[config.mk]
export PLATFORM = sky130hd
export DESIGN_NAME = sipo_1
export DESIGN_NICKNAME = d
export VERILOG_FILES = /design/src/rtl/sipo_pkg.sv /design/src/rtl/sipo_bitcnt.sv /design/src/rtl/sipo_1.sv
export SDC_FILE = /design/constraint.sdc
export NUM_CORES = 1
export LEC_CHECK = 0
export ABC_AREA = 1
export ABC_CLOCK_PERIOD_IN_PS = 1000
export CORE_MARGIN = 2
export CORE_UTILIZATION = 29
export CTS_BUF_LIST = sky130_fd_sc_hd__clkbuf_2
export CTS_CLUSTER_SIZE = 10
export DETAILED_ROUTE_END_ITERATION = 16
export HOLD_SLACK_MARGIN = 0.15
export PLACE_DENSITY = 0.58
export SKIP_CTS_REPAIR_TIMING = 1
export SYNTH_ARGS = -nofsm -noshare
export SYNTH_HDL_FRONTEND = slang
export SYNTH_SLANG_ARGS = --single-unit
export TNS_END_PERCENT = 50
[constraint.sdc]
create_clock -name clk -period 1 [get_ports clk]
set_input_delay 0.2 -clock clk [delete_from_list [all_inputs] [get_ports clk]]
set_output_delay 0.2 -clock clk [all_outputs]
set_load 0.02 [all_outputs]
[src/rtl/sipo_pkg.sv]
// Shared constants and helpers for the serial-in/parallel-out deserialiser.
// Holds the default word width, shift-direction encodings and counter sizing.
package sipo_pkg;

    localparam int SIPO_DEFAULT_WIDTH = 8;

    typedef enum logic {
        SIPO_LSB_FIRST = 1'b0,
        SIPO_MSB_FIRST = 1'b1
    } sipo_order_e;

    // A 2-bit word still needs a 1-bit counter, so clamp the result to at least 1.
    function automatic int sipo_cnt_w(input int width);
        return (width <= 2) ? 1 : $clog2(width);
    endfunction

endpackage

[src/rtl/sipo_bitcnt.sv]
// Modulo-WIDTH bit counter that advances on each enabled edge.
// o_wrap is high while enabled on the count that completes a word.
module sipo_bitcnt
    import sipo_pkg::*;
#(
    parameter int WIDTH = SIPO_DEFAULT_WIDTH,
    parameter int CW    = sipo_cnt_w(WIDTH)
) (
    input  logic clk,
    input  logic rst,
    input  logic i_en,
    output logic o_wrap
);

    logic [CW-1:0] r_count;
    logic          w_last;

    assign w_last = (r_count == CW'(WIDTH - 1));
    assign o_wrap = i_en && w_last;

    always_ff @(posedge clk or posedge rst) begin
        if (rst) begin
            r_count <= '0;
        end else if (i_en) begin
            r_count <= w_last ? '0 : r_count + CW'(1);
        end
    end

endmodule

[src/rtl/sipo_1.sv]
// Serial-in/parallel-out shift register with load qualification and a
// registered one-cycle frame_done strobe per completed WIDTH-bit word.
module sipo_1
    import sipo_pkg::*;
#(
    parameter int WIDTH     = SIPO_DEFAULT_WIDTH,
    parameter bit MSB_FIRST = 1'b1
) (
    input  logic             clk,
    input  logic             rst,
    input  logic             load,
    input  logic             data_in,
    output logic [WIDTH-1:0] data_out,
    output logic             frame_done
);

    logic [WIDTH-1:0] r_data;
    logic             r_frame_done;
    logic [WIDTH-1:0] w_next;
    logic             w_wrap;

    // Direction decides which end the new bit enters; the first bit ends at the far end.
    if (sipo_order_e'(MSB_FIRST) == SIPO_MSB_FIRST) begin : g_msb_first
        assign w_next = {r_data[WIDTH-2:0], data_in};
    end else begin : g_lsb_first
        assign w_next = {data_in, r_data[WIDTH-1:1]};
    end

    sipo_bitcnt #(
        .WIDTH (WIDTH)
    ) u_bitcnt (
        .clk    (clk),
        .rst    (rst),
        .i_en   (load),
        .o_wrap (w_wrap)
    );

    always_ff @(posedge clk or posedge rst) begin
        if (rst) begin
            r_data       <= '0;
            r_frame_done <= 1'b0;
        end else begin
            r_frame_done <= w_wrap;
            if (load) begin
                r_data <= w_next;
            end
        end
    end

    assign data_out   = r_data;
    assign frame_done = r_frame_done;

endmodule

==> results.md, run 1 <==
- Area Overhead vs Synth: 53.44%
- Max-slew violation count: 0
- I/O Buffers: 12
- DR vias: 432
- CTS root buf: clkbuf_2
- CP Class: reg2out
- Die area: 2041 µm²
- Util after Layout: 48.94%
- Total global-route track usage: 12.15%
- Hold WC Path Type: in2async
- Failing checks: negative setup slack
- Min Tclk post-route: 1040 ps
- CTS tree: done
- Fmax: 961.9 MHz
- Unique masters post-synth: 9
- Ys Warns: 0
- TNS Setup: -204.0 ps
- Buf/Inv on CP: 1
- Worst hold margin: 184.3 ps
- Initial DRC Count: 7
- Lkg Pwr: 0.4371 nW
- Pwr/cell area: 1845 nW/µm²
- Synth Cell Area: 491.7 µm²
- DR WL/cell: 10.12 µm
- Final hold violation count: 0
- GP Congestion: 0.6281
- Crit path launch: data_out[4]
- Row cnt: 14
- Final WS setup: -39.61 ps
- Max cap viols: 0
- Hpwl dp: 693.8 µm
- Cell Chain, Critical Path: buf_6
- Final WL: 1012 µm
- Initial Util: 31.90%
- Ant. Diodes: 0
- Startpoint types: flop
- Gate Count Post-Synth: 55
- Syn Area/Cell: 8.940 µm²
- Logic pwr share: 34.8%
- Vias in the first global route: 374
- P_sw: 0.4557 mW
- Period utilisation layout: 104.0%
- Via-to-Cell Ratio: 4.320
- Total grt overflow: 0
- Antenna Violating Nets Remaining: 0
- Drt drc: 0
- Status: finished with violations
- Finish-stage setup viols: 9
- Post-Synthesis Net Count: 61
- Core area: 1541 µm²
- Share of layout cells above drive strength 1: 36.90%
- Total power: 1.392 mW
- Io pins: 13
- Die Ht: 45.18 µm
- Clock slew at reported path FFs: 130 ps
- CTS HTree Levels: 1
- Num Clock Sinks: 12
- Clk pwr share: 18.5%
- Sequential area share after synthesis: 61.07%
- Clock Path Buffers: 2
- Area occupied by multi-input gates: 175.2 µm²
- Initial antenna violation count: 0
- RR Startpoint: u_bitcnt.r_count[0]
- Sequential share of power: 46.7%
- First drt pass iteration count: 4
- CP Capture Type: output pin
- Least-Margin Pin Slew: 176.1 ps
- Register Area: 300.3 µm²
- TritonCTS buffer count: 3
- Nets: 91
- Peak supply drop: 0.6966 mV
- Pin count of the biggest net entering global routing: 12
- Crit-path slowest cell: dfrtp_1
- Die width: 45.18 µm
- Max FO, Critical Path: 3
- Synthesized flop and latch total: 12
- Largest stage delay, worst path: 430 ps
- Switching power share of the total: 32.74%
- Worst skew pair latency: 270 ps
- Filler cells: 158
- Normalized max-slew margin: 88.24%
- Cell-internal power: 0.9362 mW
- First-pass GRT wire length: 1718 µm
- CP arrival: 840 ps
- CP required: 800 ps
- CP top delay family: flip-flops
- RSZ-0062 raised after global routing: true
- Clock Skew: 9.440 ps
[per-layer routing]
metal,global-route usage (%),share of wire [%]
met2,15.43,42
met5,0,0
met3,2.800,5.4
met4,8.824,2.7
met1,17.63,49
[Yosys cell counts]
cell type  number  area, µm²
ha_1            2      25.02
nand2_1        33      123.9
nand3_1         1      5.000
inv_2           1      3.750
inv_1           3      11.26
dfrtp_1        12      300.3
buf_6           1      11.26
buf_4           1      7.510
nor2_1          1      3.750
[kinds of logic after synthesis]
kind of cell	synth area share (%)
buffers and inverters	6.870
adders and majority gates	5.088
and+or+nand+nor	26.97
DFF	61.07
[placed cells by master (no fill, tap or decap)]
master and count:
buf_4 15, buf_2 3, buf_6 6, clkdlybuf4s50_1 3
clkbuf_2 3, ha_4 1, ha_2 1, inv_1 3
clkinv_1 1, nand3_1 1, nand2_1 33, inv_2 1
dfrtp_1 12, nor2_2 1
[sequential cells by signal, summed over array words and instances, names as in the netlist]
| register | flops |
|---|---|
| frame_done | 1 |
| data_out | 8 |
| u_bitcnt.r_count | 3 |
[power by group through the flow]
stage	registers, mW	clock network (mW)	logic [mW]
after floorplan	0.701	0	0.152
after detailed placement	0.646	0	0.413
after global routing	0.659	0.287	0.548
after global placement	0.642	0	0.408
final	0.650	0.257	0.485
after CTS	0.638	0.272	0.414
[path summary, 6_finish.rpt]
kind	cells after the start	endpoint	slack, ps
setup / recovery	1	data_out[4]	-40
setup reg to reg	4	u_bitcnt.r_count[2]	0
hold / removal	3	data_out[1]	180
min in group clk	3	data_out[0]	450
max in group asynchronous	3	data_out[2]	670
hold reg to reg	2	data_out[3]	540
[final cells by class]
| class | instances | area share, % |
|---|---|---|
| Inverter | 4 | 1.990 |
| Multi-Input combinational cell | 37 | 23.22 |
| Clock buffer | 3 | 1.990 |
| Tap cell | 16 | 2.653 |
| Clock inverter | 1 | 0.4975 |
| Timing Repair Buffer | 27 | 29.85 |
| Sequential cell | 12 | 39.80 |
[metrics by stage]
stage | setup WS (ps) | instances | area [µm²]
3_5_place_dp | -169.9 | 91 | 690.7
2_1_floorplan | 0.2898 | 55 | 494.2
4_1_cts | -521.8 | 95 | 709.4
6_report | -39.61 | 100 | 754.5
3_3_place_gp | -153.3 | 91 | 690.7
5_1_grt | -75.42 | 100 | 754.5
(Power assumes the default switching activity.)
==> run 2: changes to the inputs <==
--- a/config.mk
+++ b/config.mk
@@ -13,7 +13,6 @@
 export CTS_CLUSTER_SIZE = 10
 export DETAILED_ROUTE_END_ITERATION = 16
 export HOLD_SLACK_MARGIN = 0.15
-export PLACE_DENSITY = 0.58
 export SKIP_CTS_REPAIR_TIMING = 1
 export SYNTH_ARGS = -nofsm -noshare
 export SYNTH_HDL_FRONTEND = slang
==> constraint.sdc (replaced) <==
create_clock -name clk -period 1 [get_ports clk]
set_input_delay 0.2 -clock clk [delete_from_list [all_inputs] [get_ports clk]]
set_output_delay 0.2 -clock clk [all_outputs]
set_load 0.1 [all_outputs]
==> results.md, run 2 (synthesis results as in run 1) <==
- Status: finished with violations
- Failing checks: negative setup slack
- Ant. Diodes: 0 (unchanged)
- TritonCTS buffer count: 3 (unchanged)
- Vias in the first global route: 381 (+1.9%)
- Period utilisation layout: 109.7% (+5.8 points)
- Worst skew pair latency: 260 ps (about the same)
- CTS tree: done
- Pwr/cell area: 2214 nW/µm² (+20%)
- Post-DP Area: 748.2 µm² (+8.3%)
- Worst hold margin: 209.7 ps (+25.38 ps)
- Drt drc: 0 (unchanged)
- Via-to-Cell Ratio: 4.461 (+3.3%)
- Hold WC Path Type: in2async
- Final Instance Count excl. Fillers: 89 (-11%)
- Lkg Pwr: 0.4045 nW (-7.5%)
- Share of layout cells above drive strength 1: 39.73% (+2.8 points)
- Clock slew at reported path FFs: 130 ps (about the same)
- Final instance area: 793.3 µm² (+5.1%)
- CTS HTree Levels: 1 (unchanged)
- First-pass GRT wire length: 1683 µm (-2.0%)
- Fmax: 911.5 MHz (-5.2%)
- Total grt overflow: 0 (unchanged)
- Io pins: 13 (unchanged)
- CP top delay family: flip-flops
- Clock Skew: 13.24 ps (+3.800 ps)
- DR WL/cell: 10.31 µm (+1.9%)
- Total power: 1.757 mW (+26%)
- Max FO, Critical Path: 3 (unchanged)
- First drt pass iteration count: 3 (-1)
- Hpwl dp: 644.8 µm (-7.1%)
- Num Clock Sinks: 12 (unchanged)
- Final WL: 918 µm (-9.3%)
- Placed Cells incl. Taps: 84 (-7.7%)
- Pin count of the biggest net entering global routing: 13 (+1)
- CP required: 800 ps (about the same)
- Initial Util: 31.90% (unchanged)
- Total global-route track usage: 11.66% (-0.49 points)
- Least-Margin Pin Slew: 186.9 ps (+10.81 ps)
- Filler cells: 149 (-5.7%)
- Row cnt: 14 (unchanged)
- Min Tclk post-route: 1097 ps (+57.50 ps)
- Finish-stage setup viols: 11 (+2)
- Startpoint types: flop
- Die width: 45.18 µm (unchanged)
- Nets: 80 (-12%)
- Final WS setup: -97.11 ps (-57.50 ps)
- Core area: 1541 µm² (unchanged)
- I/O Buffers: 12 (unchanged)
- CP arrival: 900 ps (+60 ps)
- Cell Chain, Critical Path: buf_12
- Max cap viols: 0 (unchanged)
- CP Class: reg2out
- Util after Layout: 51.46% (+2.5 points)
- Normalized max-slew margin: 87.52% (-0.72 points)
- Antenna Violating Nets Remaining: 0 (unchanged)
- RSZ-0062 raised after global routing: true
- Clock Path Buffers: 2 (unchanged)
- Initial antenna violation count: 0 (unchanged)
- Die area: 2041 µm² (unchanged)
- GP Congestion: 0.6386 (+1.7%)
- Most common cell after layout, fill and taps aside: nand2_1
- Initial DRC Count: 3 (-4)
- Buf/Inv on CP: 1 (unchanged)
- Die Ht: 45.18 µm (unchanged)
- CTS root buf: clkbuf_2
- Final hold violation count: 0 (unchanged)
- Most frequent cells in the layout: nand2_1 (32), buf_12 (10), dfrtp_2 (8), clkbuf_2 (4), dfrtp_1 (4)
- Max-slew violation count: 0 (unchanged)
- Largest stage delay, worst path: 460 ps (+30 ps)
- DR vias: 397 (-8.1%)
- CP Capture Type: output pin
- Max reg flops: 8 (unchanged)
- Peak supply drop: 1.239 mV (+78%)
- TNS Setup: -730.9 ps (-526.9 ps)
- Setup WS pre-CTS: -95.37 ps (+74.50 ps)
- Crit-path slowest cell: dfrtp_2
- Area Overhead vs Synth: 61.32%
[run 2: changes by cell type in the layout (fill, tap and decap cells not counted), sizes merged]
cell | previous run | this run
clkbuf | 3 | 4
clkinv | 1 | 0
buf | 24 | 13
[run 2: path summary, 6_finish.rpt]
check / start / to / slack (ps) / depth (start not counted)
setup / recovery: data_out[2] / data_out[2] / -100 / 1
hold / removal: rst / data_out[3] / 210 / 3
setup reg to reg: u_bitcnt.r_count[1] / u_bitcnt.r_count[2] / -20 / 4
hold reg to reg: u_bitcnt.r_count[1] / u_bitcnt.r_count[1] / 520 / 2
max in group asynchronous: rst / data_out[0] / 660 / 3
min in group clk: data_in / data_out[0] / 460 / 3
[run 2: where the power goes]
group          total [mW]  internal, mW  switching (mW)
logic               0.803         0.316           0.488
clock network       0.265         0.106           0.159
registers           0.688         0.588          0.0996
total                1.76          1.01           0.747
[run 2: cell type report]
cell class              count  area (µm²)  area share (%)
inverters                   4       15.01           1.893
clock buffers               4       20.02           2.524
flip-flops and latches     12       310.3           39.12
well taps                  16       20.02           2.524
repair buffers             16       252.7           31.86
multi-input cells          37       175.2           22.08
[run 2: layer usage]
layer	track usage, %	wire, µm	up-vias
met4	8.824	25	0
met2	16.57	447	12
met3	2.800	40	4
met1	15.15	405	184
met5	0	0	-
li1	-	-	197
